### config.mk
export PLATFORM = sky130hd
export DESIGN_NAME = nrz_symbol_tx_flat
export DESIGN_NICKNAME = d
export VERILOG_FILES = /design/src/rtl/cdr_pkg.sv /design/src/rtl/nrz_symbol_tx_if.sv /design/src/rtl/prbs_gen.sv /design/src/rtl/nrz_symbol_tx.sv /design/src/flat_wrapper.sv
export SDC_FILE = /design/constraint.sdc
export NUM_CORES = 1
export LEC_CHECK = 0
export BUFFER_PORTS_ARGS = -buffer_cell sky130_fd_sc_hd__clkbuf_2
export CAP_MARGIN = 10
export CORE_MARGIN = 1
export CORE_UTILIZATION = 25
export CTS_CLUSTER_SIZE = 28
export DETAILED_ROUTE_END_ITERATION = 8
export HOLD_SLACK_MARGIN = 0.03
export RECOVER_POWER = 50
export REMOVE_ABC_BUFFERS = 1
export SLEW_MARGIN = 25
export SYNTH_ARGS = -nofsm -noshare
export SYNTH_HDL_FRONTEND = slang
export SYNTH_SLANG_ARGS = --single-unit
### constraint.sdc
create_clock -name clk -period 6.4 [get_ports clk]
set_input_delay 0.64 -clock clk [delete_from_list [all_inputs] [get_ports clk]]
set_output_delay 0.64 -clock clk [all_outputs]
set_load 0.1 [all_outputs]
### src/rtl/cdr_pkg.sv
// Shared constants for the CDR test-path blocks: pattern select encoding,
// PRBS polynomial taps/seeds, sample width and the output saturator.
package cdr_pkg;

  localparam int unsigned SAMPLE_W = 8;
  localparam int unsigned ACC_W    = 13;

  typedef enum logic [1:0] {
    PAT_PRBS7  = 2'b00,
    PAT_PRBS15 = 2'b01,
    PAT_CLOCK  = 2'b10,
    PAT_FIXED  = 2'b11
  } pat_sel_e;

  // Feedback is s[W-1] ^ s[TAP]
  localparam int unsigned PRBS7_W    = 7;
  localparam int unsigned PRBS7_TAP  = 5;
  localparam int unsigned PRBS15_W   = 15;
  localparam int unsigned PRBS15_TAP = 13;

  localparam logic [PRBS7_W-1:0]  PRBS7_SEED_DEF  = 7'h7F;
  localparam logic [PRBS15_W-1:0] PRBS15_SEED_DEF = 15'h7FFF;

  localparam logic signed [ACC_W-1:0] SAT_MAX = ACC_W'(127);
  localparam logic signed [ACC_W-1:0] SAT_MIN = -ACC_W'(128);

  function automatic logic signed [SAMPLE_W-1:0] sat_sample(input logic signed [ACC_W-1:0] v);
    logic signed [SAMPLE_W-1:0] r;
    if (v > SAT_MAX)      r = SAMPLE_W'(SAT_MAX);
    else if (v < SAT_MIN) r = SAMPLE_W'(SAT_MIN);
    else                  r = SAMPLE_W'(v);
    return r;
  endfunction

endpackage

### src/rtl/nrz_symbol_tx_if.sv
// Configuration and sample-stream bundle between a harness and nrz_symbol_tx.
interface nrz_symbol_tx_if #(
  parameter int unsigned PHASE_BITS = 32
);
  import cdr_pkg::*;

  logic                       en;
  logic [PHASE_BITS-1:0]      fcw;
  pat_sel_e                   pat_sel;
  logic [15:0]                fix_word;
  logic [6:0]                 amp;
  logic signed [3:0]          c1;
  logic                       inj_err;
  logic                       sym_en;
  logic                       tx_bit;
  logic signed [SAMPLE_W-1:0] y_n;

  modport master (
    output en, fcw, pat_sel, fix_word, amp, c1, inj_err,
    input  sym_en, tx_bit, y_n
  );

  modport slave (
    input  en, fcw, pat_sel, fix_word, amp, c1, inj_err,
    output sym_en, tx_bit, y_n
  );

endinterface

### src/rtl/prbs_gen.sv
// Fibonacci LFSR, MSB-out, stepping only when adv is high.
module prbs_gen #(
  parameter int unsigned   W    = 7,
  parameter int unsigned   TAP  = 5,
  parameter logic [W-1:0]  SEED = '1
) (
  input  logic clk,
  input  logic rst_n,
  input  logic adv,
  output logic msb
);

  logic [W-1:0] s;

  always_ff @(posedge clk or negedge rst_n) begin
    if (!rst_n)   s <= SEED;
    else if (adv) s <= {s[W-2:0], s[W-1] ^ s[TAP]};
  end

  assign msb = s[W-1];

endmodule

### src/rtl/nrz_symbol_tx.sv
// NRZ symbol generator: fractional NCO symbol timing, selectable pattern
// source, error injection and a 2-tap post-cursor FIR into 8-bit samples.
module nrz_symbol_tx
  import cdr_pkg::*;
#(
  parameter int unsigned          PHASE_BITS  = 32,
  parameter logic [PRBS7_W-1:0]   PRBS7_SEED  = PRBS7_SEED_DEF,
  parameter logic [PRBS15_W-1:0]  PRBS15_SEED = PRBS15_SEED_DEF
) (
  input  logic            clk,
  input  logic            rst_n,
  nrz_symbol_tx_if.slave  bus
);

  logic [PHASE_BITS-1:0] phase;
  logic [PHASE_BITS:0]   add;
  logic                  boundary;
  logic                  p7_bit, p15_bit;
  logic                  clk_q;
  logic [3:0]            idx;
  logic                  pending;
  logic                  prev_valid;
  logic                  src_bit, new_bit;
  logic                  sym_en_q, tx_bit_q;
  logic signed [SAMPLE_W-1:0] y_q;
  logic signed [ACC_W-1:0] amp_s, c1_s, main_v, prev_v, post_v, y_v;

  // Symbol boundary is the NCO carry-out
  assign add      = {1'b0, phase} + {1'b0, bus.fcw};
  assign boundary = bus.en & add[PHASE_BITS];

  always_ff @(posedge clk or negedge rst_n) begin
    if (!rst_n)      phase <= '0;
    else if (bus.en) phase <= add[PHASE_BITS-1:0];
  end

  prbs_gen #(.W(PRBS7_W), .TAP(PRBS7_TAP), .SEED(PRBS7_SEED)) u_prbs7 (
    .clk(clk), .rst_n(rst_n),
    .adv(boundary && (bus.pat_sel == PAT_PRBS7)), .msb(p7_bit)
  );

  prbs_gen #(.W(PRBS15_W), .TAP(PRBS15_TAP), .SEED(PRBS15_SEED)) u_prbs15 (
    .clk(clk), .rst_n(rst_n),
    .adv(boundary && (bus.pat_sel == PAT_PRBS15)), .msb(p15_bit)
  );

  // Clock source emits the post-toggle value so the first bit is 1
  always_comb begin
    src_bit = p7_bit;
    case (bus.pat_sel)
      PAT_PRBS7:  src_bit = p7_bit;
      PAT_PRBS15: src_bit = p15_bit;
      PAT_CLOCK:  src_bit = ~clk_q;
      PAT_FIXED:  src_bit = bus.fix_word[idx];
      default:    src_bit = p7_bit;
    endcase
    new_bit = src_bit ^ (pending | bus.inj_err);
  end

  // Main cursor plus floored post-cursor; tx_bit_q holds the previous symbol
  always_comb begin
    amp_s  = ACC_W'(bus.amp);
    c1_s   = ACC_W'(bus.c1);
    main_v = new_bit ? amp_s : -amp_s;
    prev_v = '0;
    if (prev_valid) prev_v = tx_bit_q ? amp_s : -amp_s;
    post_v = (c1_s * prev_v) >>> 3;
    y_v    = main_v + post_v;
  end

  always_ff @(posedge clk or negedge rst_n) begin
    if (!rst_n) begin
      clk_q      <= 1'b0;
      idx        <= 4'd15;
      pending    <= 1'b0;
      prev_valid <= 1'b0;
      sym_en_q   <= 1'b0;
      tx_bit_q   <= 1'b0;
      y_q        <= '0;
    end else begin
      sym_en_q <= boundary;
      if (boundary) begin
        tx_bit_q   <= new_bit;
        y_q        <= sat_sample(y_v);
        prev_valid <= 1'b1;
        pending    <= 1'b0;
        if (bus.pat_sel == PAT_CLOCK) clk_q <= ~clk_q;
        if (bus.pat_sel == PAT_FIXED) idx   <= idx - 4'd1;
      end else if (bus.inj_err) begin
        pending <= 1'b1;
      end
    end
  end

  assign bus.sym_en = sym_en_q;
  assign bus.tx_bit = tx_bit_q;
  assign bus.y_n    = y_q;

endmodule

### src/flat_wrapper.sv
// flat-port wrapper written by rule: the top's interface ports become plain ports
module nrz_symbol_tx_flat import cdr_pkg::*;
#(
  parameter int unsigned          PHASE_BITS  = 32,
  parameter logic [PRBS7_W-1:0]   PRBS7_SEED  = PRBS7_SEED_DEF,
  parameter logic [PRBS15_W-1:0]  PRBS15_SEED = PRBS15_SEED_DEF
)
  (clk, rst_n, bus_en, bus_fcw, bus_pat_sel, bus_fix_word, bus_amp, bus_c1, bus_inj_err, bus_sym_en, bus_tx_bit, bus_y_n);
  nrz_symbol_tx_if #(.PHASE_BITS(PHASE_BITS)) bus_i ();
  input  logic clk;
  input  logic rst_n;
  input wire logic [$bits(bus_i.en)-1:0] bus_en;
  input wire logic [$bits(bus_i.fcw)-1:0] bus_fcw;
  input wire logic [$bits(bus_i.pat_sel)-1:0] bus_pat_sel;
  input wire logic [$bits(bus_i.fix_word)-1:0] bus_fix_word;
  input wire logic [$bits(bus_i.amp)-1:0] bus_amp;
  input wire logic [$bits(bus_i.c1)-1:0] bus_c1;
  input wire logic [$bits(bus_i.inj_err)-1:0] bus_inj_err;
  output wire logic [$bits(bus_i.sym_en)-1:0] bus_sym_en;
  output wire logic [$bits(bus_i.tx_bit)-1:0] bus_tx_bit;
  output wire logic [$bits(bus_i.y_n)-1:0] bus_y_n;
  assign bus_i.en = bus_en;
  assign bus_i.fcw = bus_fcw;
  assign bus_i.pat_sel = bus_pat_sel;
  assign bus_i.fix_word = bus_fix_word;
  assign bus_i.amp = bus_amp;
  assign bus_i.c1 = bus_c1;
  assign bus_i.inj_err = bus_inj_err;
  assign bus_sym_en = bus_i.sym_en;
  assign bus_tx_bit = bus_i.tx_bit;
  assign bus_y_n = bus_i.y_n;
  nrz_symbol_tx #(.PHASE_BITS(PHASE_BITS), .PRBS7_SEED(PRBS7_SEED), .PRBS15_SEED(PRBS15_SEED)) u_core (.clk(clk), .rst_n(rst_n), .bus(bus_i));
endmodule
==> results.cfg, run 1 <==
[outcome]
status = finished with violations
violations = design-rule violations, max-capacitance violations, max-slew violations

[worst_setup_path]
cp_slowest_stage_delay_ps = 520
cp_slowest_cell = fa_1
cp-start-kind = primary input
path_class = primary input to flop
worst-r2r-cell-count = 29
required_ps = 6650
end_kind = flop
crit_path_max_fanout = 7
crit_arrival_ps = 6410

[drt]
drc = 3
wl_per_cell_um = 13.7
first_pass_iters = 7
drt-total-wl_um = 16400
viasPerCell = 4.69
drt_iter0_markers = 353
vias = 5613
ant_nets = 0

[logic_synthesis]
ys.warnings.count = 0
netlist_instances = 713
seq_area_frac_synth = 0.268
synth-xor-area-share = 0.0707
async_reset_ff_frac = 1.00
synth_edf_count = 0
yosys.area_share.simple = 0.148
synth_top_family_by_area = compound AO/OA/AOI/OAI gates
synth_ff_type = dfrtp_1
synth_compound_gate_area_share = 0.198
synthMuxAreaShare = 0.0957
synth_area_leaders = dfrtp_1, ha_1, dfstp_2
synthAdderAreaFrac = 0.184
netlist.area_leader.share = 0.167
avgSynthCellArea_um2 = 9.46
ys_ff_latch = 71
yosysTopAreaCell = dfrtp_1
ys_types = 69
synth_area_mm2 = 0.00675

[floorplan]
initial_core_util = 0.257
placementRows = 59
die_w_um = 166
core-area_mm2 = 0.0263
die_area_mm2 = 0.0276
ios = 75
die_h_um = 166

[placed_design]
portBuffers = 74
gp_congestion = 0.840
dp_hpwl_um = 12500
dp_cells = 1173

[final_layout]
areaGrowthSynthToFinish_pct = 27.8
diodes = 0
fill_cells = 2749
final_cells = 1197
drive_gt1_frac = 0.335
fin_nets = 1008

[clocking]
tritoncts.num_buffers = 9
cts.clk_slew.worst_paths_ps = 60
cts-root-buf = clkbuf_16
cts_tree = yes
h-tree-depth = 3
cts.path.max_buffers = 2
insertion_delay_ps = 330
cts.sink_count = 71

[timing]
hold_violations = 0
period_share = 0.963
maxSlewViolCount = 110
fmaxAchievable_mhz = 162
slew_headroom = -0.406
tightest_slew_ps = 2110
setup_violations = 0
clock_skew_ps = 9.15
final.min_clock_period_ps = 6160

[global_route]
grt_use_total = 0.118
grt_remaining_overflow = 0
grt_pass1_vias = 5707
grt_pass1_wl_um = 27200
antenna_found_initial = 0
grt_max_degree = 72

[min_path]
hold_depth = 1
hold_class = flop to flop

[run]
maxCapViolCount = 3
## sequential cells by signal (all words and copies together) (netlist names)
| register | flops |
|---|---|
| u_core.clk_q | 1 |
| u_core.bus.sym_en | 1 |
| u_core.bus.y_n | 8 |
| u_core.u_prbs15.s | 15 |
| u_core.prev_valid | 1 |
| u_core.u_prbs7.s | 7 |
| u_core.idx | 4 |
| u_core.bus.tx_bit | 1 |
| u_core.phase | 32 |
| u_core.pending | 1 |
## cell usage after synthesis (all sizes together), types with 9 or more instances
cell type and n:
ha 64, dfrtp 45, inv 44, nor2 44
a21oi 42, mux2 42, nand2 41, xnor2 37
o21ai 30, dfstp 26, a21o 24, and2 23
fa 22, nor3 20, clkbuf 17, xor2 14
o21a 12, a31oi 10, and3 10, or3 10
nand3 9, nor2b 9
## placed cells by master (no fill, tap or decap), types with 10 or more instances in the layout
cell	synthesis	final
dfstp_2	26	26
inv_1	43	41
fa_1	22	21
o21a_1	12	12
nor3_1	20	18
buf_4	0	76
ha_1	64	58
or3_1	10	10
and2_1	23	21
a21o_1	24	24
a21oi_1	41	36
xor2_1	14	13
xnor2_1	36	35
nor2_1	44	42
clkbuf_2	0	72
o21ai_0	25	20
nand2_1	41	40
a31oi_1	10	10
and3_1	10	10
dfrtp_1	45	45
mux2_2	42	42
## worst max-delay path, delay by kind of cell
family	cells	cell delay [ps]
XOR/XNOR	3	500
AND/OR/NAND/NOR	8	850
AO/OA/AOI/OAI	6	1160
multiplexers	1	140
buffers and inverters	7	730
adder cells (fa/ha/maj)	7	2380
## layout make-up
class                      count  area, µm²  area share
clock inverter                 5       56.3     0.00653
multi-input combinational    578       4960       0.575
tap                          335        419      0.0486
timing repair buffer         152        953       0.111
clock buffer                  11        253      0.0293
sequential                    71       1810       0.210
inverter                      45        169      0.0196
## path summary, 6_finish.rpt
check	start	end	slack [ps]
setup / recovery	bus_amp[0]	u_core.bus.y_n[4]	240
hold / removal	u_core.clk_q	u_core.clk_q	480
setup reg to reg	u_core.bus.tx_bit	u_core.bus.y_n[4]	330
hold reg to reg	u_core.clk_q	u_core.clk_q	480
max in group asynchronous	rst_n	u_core.bus.y_n[7]	2850
min in group asynchronous	rst_n	u_core.phase[9]	810
## per-stage QoR
| stage | instance area (µm²) | setup TNS [ps] | hold slack, ps | utilization | worst slack, ps |
|---|---|---|---|---|---|
| floorplan | 6670 | -146 | 344 | - | -48.6 |
| global placement | 7990 | -1160 | 468 | 0.304 | -181 |
| detailed placement | 8000 | -3350 | 468 | 0.304 | -473 |
| CTS | 8320 | 0 | 480 | 0.317 | 34.4 |
| global route | 8620 | -204 | 498 | 0.328 | -56.4 |
| finish | 8620 | 0 | 480 | 0.328 | 239 |
## kinds of logic (layout without fill, tap and decap cells)
group | Yosys count | after routing
AND/OR/NAND/NOR | 195 | 195
AO/OA/AOI/OAI | 192 | 192
adder cells (fa/ha/maj) | 86 | 86
flip-flops | 71 | 71
buffers and inverters | 64 | 213
multiplexers | 53 | 53
XOR/XNOR | 52 | 52
## timing repair
item / 4_1_cts / 5_1_grt
pin swaps: 1 / 23
setup buffers: 1 / 6
gates resized for setup: 2 / 54
setup endpoints to repair: 7 / 8
hold buffers: 0 / 0
## routing by layer
metal	vias to the layer above	global-route usage	part of all wire
li1	2881	-	-
met2	71	0.193	0.47
met1	2649	0.165	0.49
met4	0	0.0294	0.012
met5	-	0	0
met3	12	0.0155	0.031
Power of run 1 is not shown: default switching activity piles up to over one toggle a cycle in this logic, so the estimate is an artifact.
==> run 2: changes to the inputs <==
--- a/config.mk
+++ b/config.mk
@@ -11,6 +11,7 @@
 export CORE_UTILIZATION = 25
 export CTS_CLUSTER_SIZE = 28
 export DETAILED_ROUTE_END_ITERATION = 8
+export GPL_TIMING_DRIVEN = 0
 export HOLD_SLACK_MARGIN = 0.03
 export RECOVER_POWER = 50
 export REMOVE_ABC_BUFFERS = 1
==> run 2 against run 1 <==
Effect of this change:
- the run still ends with design-rule violations, max-capacitance violations, max-slew violations left
- largest cell class unchanged
- core utilization decreased by 1.0 points
- final cell count down 4.3%
- sequential cell count is the same
- design area down 3.1%
- hold slack got worse by 1.0 ps
- critical endpoint is now u_core.bus.y_n[5]
- wire length is 3.0% lower
- sequential share of layout area grew 0.68 points
- clock skew is 2.1 ps higher
- first-iteration DRC count fell by 42%
==> results.cfg, run 2 (synthesis results as in run 1) <==
[outcome]
status = finished with violations
violations = design-rule violations, max-capacitance violations, max-slew violations

[clocking]
cts_tree = yes
h-tree-depth = 3
hold_buffers = 0
insertion_delay_ps = 330
cts.sink_count = 71
tritoncts.num_buffers = 9
cts.clk_slew.worst_paths_ps = 60
cts-root-buf = clkbuf_16
cts.path.max_buffers = 2

[worst_setup_path]
crit_path_max_fanout = 7
crit_path_start = bus_amp[1]
r2r_start = u_core.bus.tx_bit
cp_slowest_stage_delay_ps = 570
path_class = primary input to flop
required_ps = 6650
crit_arrival_ps = 6460
cp_slowest_cell = fa_1
end_kind = flop
cp-start-kind = primary input
rrSetupSlack_ps = 250

[timing]
whs_ps = 479
tightest_slew_ps = 2320
hold_violations = 0
setup_violations = 0
slew_headroom = -0.544
clock_skew_ps = 11.3
rsz0062_at_grt = true
final.min_clock_period_ps = 6210
fmaxAchievable_mhz = 161
maxSlewViolCount = 110
period_share = 0.970
fin_setup_tns_ps = 0

[drt]
drt-total-wl_um = 15900
first_pass_iters = 6
viasPerCell = 4.86
drt_iter0_markers = 206
vias = 5565
ant_nets = 0
wl_per_cell_um = 13.9
drc = 3

[final_layout]
fin_nets = 957
drive_gt1_frac = 0.309
multi_input_area_mm2 = 0.00504
fill_cells = 2738
final_area_mm2 = 0.00835
areaGrowthSynthToFinish_pct = 23.9
postLayoutCoreUtil = 0.318
mostFrequentLayoutCells = clkbuf_2, ha_1, dfrtp_1, nor2_1, mux2_2
final_common_cell = clkbuf_2
diodes = 0
regArea_mm2 = 0.00181
top_register = u_core.phase
largest_reg_flops = 32

[floorplan]
placementRows = 59
core-area_mm2 = 0.0263
initial_core_util = 0.257
die_area_mm2 = 0.0276
die_w_um = 166
ios = 75
die_h_um = 166

[global_route]
grt_max_degree = 45
grt_pass1_vias = 5384
grt_remaining_overflow = 0
antenna_found_initial = 0
grt_use_total = 0.113
grt_pass1_wl_um = 26100

[placed_design]
portBuffers = 74
placed_area_mm2 = 0.00753
dp_hpwl_um = 12000
gp_congestion = 0.836

[min_path]
holdCritStartpoint = u_core.clk_q
hold_class = flop to flop

[run]
maxCapViolCount = 3
[run 2: timing repair]
| item | in CTS | in global routing |
|---|---|---|
| endpoints found under the hold margin | 0 | 0 |
| setup buffers | 9 | 15 |
| setup endpoints to repair | 8 | 8 |
| resized for setup | 26 | 62 |
| pin swaps | 11 | 34 |
[run 2: final timing paths]
path,to,cells past startpoint
setup / recovery,u_core.bus.y_n[5],33
hold / removal,u_core.clk_q,1
setup reg to reg,u_core.bus.y_n[5],30
hold reg to reg,u_core.clk_q,1
max in group asynchronous,u_core.bus.tx_bit,2
min in group asynchronous,u_core.phase[9],1
[run 2: per-stage QoR]
step / setup slack, ps / std cells
floorplan: -48.6 / 694
global placement: -1050 / 1103
detailed placement: -1120 / 1106
CTS: 0.725 / 1131
global route: -73.1 / 1146
finish: 189 / 1146
[run 2: worst max-delay path, delay by kind of cell]
kind                     cells  cell delay (ps)
buffers and inverters        7              660
AND/OR/NAND/NOR              7              980
multiplexers                 1              140
AO/OA/AOI/OAI                9             1270
adder cells (fa/ha/maj)      7             2440
XOR/XNOR                     2              330
[run 2: final cells by class]
| class | count | area share |
|---|---|---|
| multi-input cells | 578 | 0.603 |
| flip-flops and latches | 71 | 0.217 |
| repair buffers | 101 | 0.0737 |
| well taps | 335 | 0.0502 |
| clock buffers | 9 | 0.0270 |
| inverters | 45 | 0.0208 |
| clock inverters | 7 | 0.00869 |
[run 2: layer usage]
metal / up-vias / global-route usage / share of wire
met4: 0 / 0.0322 / 0.013
li1: 2797 / - / -
met3: 13 / 0.0160 / 0.026
met1: 2695 / 0.150 / 0.48
met2: 60 / 0.190 / 0.48
met5: - / 0 / 0
Power of run 2 is left out for the same reason.
==> run 3: changes to the inputs <==
--- a/config.mk
+++ b/config.mk
@@ -6,14 +6,12 @@
 export NUM_CORES = 1
 export LEC_CHECK = 0
 export BUFFER_PORTS_ARGS = -buffer_cell sky130_fd_sc_hd__clkbuf_2
-export CAP_MARGIN = 10
 export CORE_MARGIN = 1
 export CORE_UTILIZATION = 25
 export CTS_CLUSTER_SIZE = 28
 export DETAILED_ROUTE_END_ITERATION = 8
 export GPL_TIMING_DRIVEN = 0
 export HOLD_SLACK_MARGIN = 0.03
-export RECOVER_POWER = 50
 export REMOVE_ABC_BUFFERS = 1
 export SLEW_MARGIN = 25
 export SYNTH_ARGS = -nofsm -noshare
==> run 3 against run 2 <==
Effect of this change:
- the run ends with design-rule violations left
- final cell count unchanged
- wire length up 0.25%
- critical path depth unchanged
- non-clock buffer count unchanged
- sequential cell count unchanged
- clock skew about the same
- hold slack worse by 200 ps
- die area unchanged
- count of clock-buffer cells in the layout unchanged
- design area up 0.34%
==> results.cfg, run 3 (synthesis results as in run 1) <==
[clocking]
insertion_delay_ps = 330
hold_buffers = 0
cts-root-buf = clkbuf_16
tritoncts.num_buffers = 9
h-tree-depth = 3
cts.sink_count = 71
cts.clk_slew.worst_paths_ps = 60
cts.path.max_buffers = 2
cts_tree = yes

[worst_setup_path]
crit_arrival_ps = 6450
reg2reg_to = u_core.bus.y_n[5]
required_ps = 6650
cp-start-kind = primary input
cp_slowest_cell = fa_1
path_class = primary input to flop
rrSetupSlack_ps = 250
end_kind = flop
crit_path_max_fanout = 7
worst-r2r-cell-count = 30
r2r_start = u_core.bus.tx_bit
cp_slowest_stage_delay_ps = 570

[drt]
drc = 3
drt_iter0_markers = 226
drt-total-wl_um = 15900
vias = 5566
viasPerCell = 4.86
wl_per_cell_um = 13.9
ant_nets = 0
first_pass_iters = 6

[floorplan]
core-area_mm2 = 0.0263
die_h_um = 166
ios = 75
die_area_mm2 = 0.0276
die_w_um = 166
placementRows = 59
initial_core_util = 0.257

[final_layout]
areaGrowthSynthToFinish_pct = 24.3
top_register = u_core.phase
final_cells = 1146
fin_nets = 957
mostFrequentLayoutCells = clkbuf_2, ha_1, dfrtp_1, nor2_1, mux2_2
largest_reg_flops = 32
drive_gt1_frac = 0.313
postLayoutCoreUtil = 0.319
diodes = 0
final_common_cell = clkbuf_2

[global_route]
grt_max_degree = 45
antenna_found_initial = 0
grt_pass1_vias = 5384
grt_remaining_overflow = 0
grt_pass1_wl_um = 26100
grt_use_total = 0.113

[timing]
clock_skew_ps = 11.0
setup_violations = 0
slew_headroom = 0.408
tightest_slew_ps = 874
hold_violations = 0
final.min_clock_period_ps = 6200
rsz0062_at_grt = true
fmaxAchievable_mhz = 161
period_share = 0.969
maxSlewViolCount = 0

[run]
maxCapViolCount = 0

[placed_design]
gp_congestion = 0.836
portBuffers = 74
dp_hpwl_um = 12000
dp_cells = 1106

[min_path]
hold_class = primary input to asynchronous set/reset pin

[outcome]
violations = design-rule violations
status = finished with violations
[run 3: cell type report]
class / instances / area (µm²)
Fill cell: 2731 / 17900
Multi-Input combinational cell: 578 / 5040
Sequential cell: 71 / 1810
Timing Repair Buffer: 101 / 644
Tap cell: 335 / 419
Clock buffer: 9 / 225
Inverter: 45 / 174
Clock inverter: 7 / 72.6
[run 3: critical path, delay by kind of cell]
family                     cells  cell delay [ps]
adders and majority gates      7             2430
AOI/OAI and AO/OA              9             1260
and+or+nand+nor                7              980
buffers and inverters          7              660
xor gates and xnor gates       2              330
muxes                          1              140
[run 3: worst max-delay path by stage]
| stage | start | endpoint | depth (start not counted) |
|---|---|---|---|
| final | bus_amp[1] | u_core.bus.y_n[5] | 33 |
| after global routing | bus_amp[1] | u_core.bus.y_n[5] | 33 |
| after CTS | bus_amp[0] | u_core.bus.y_n[5] | 31 |
| after detailed placement | bus_amp[0] | u_core.bus.y_n[2] | 24 |
| after global placement | bus_amp[0] | u_core.bus.y_n[0] | 23 |
| after floorplan | u_core.bus.tx_bit | u_core.bus.y_n[0] | 22 |
[run 3: through the flow]
step	worst slack (ps)	setup TNS, ps	hold slack [ps]	area, µm²
after floorplan	-48.6	-146	344	6670
after global routing	-73.1	-336	303	8380
after CTS	0.725	0	284	7990
after global placement	-1050	-7860	465	7460
after detailed placement	-1120	-8470	468	7530
final	196	0	279	8380
[run 3: per-layer routing]
layer	routed length [µm]	global-route usage	vias to the layer above
met5	0	0	-
met4	214	0.0322	0
met3	461	0.0160	13
met2	7650	0.190	64
met1	7600	0.150	2694
li1	-	-	2795
[run 3: what timing repair did]
action / in CTS / in global routing
setup buffers: 9 / 15
pin swaps: 11 / 34
resized for setup: 26 / 62
setup endpoints to repair: 8 / 8
Power of run 3 is left out for the same reason.
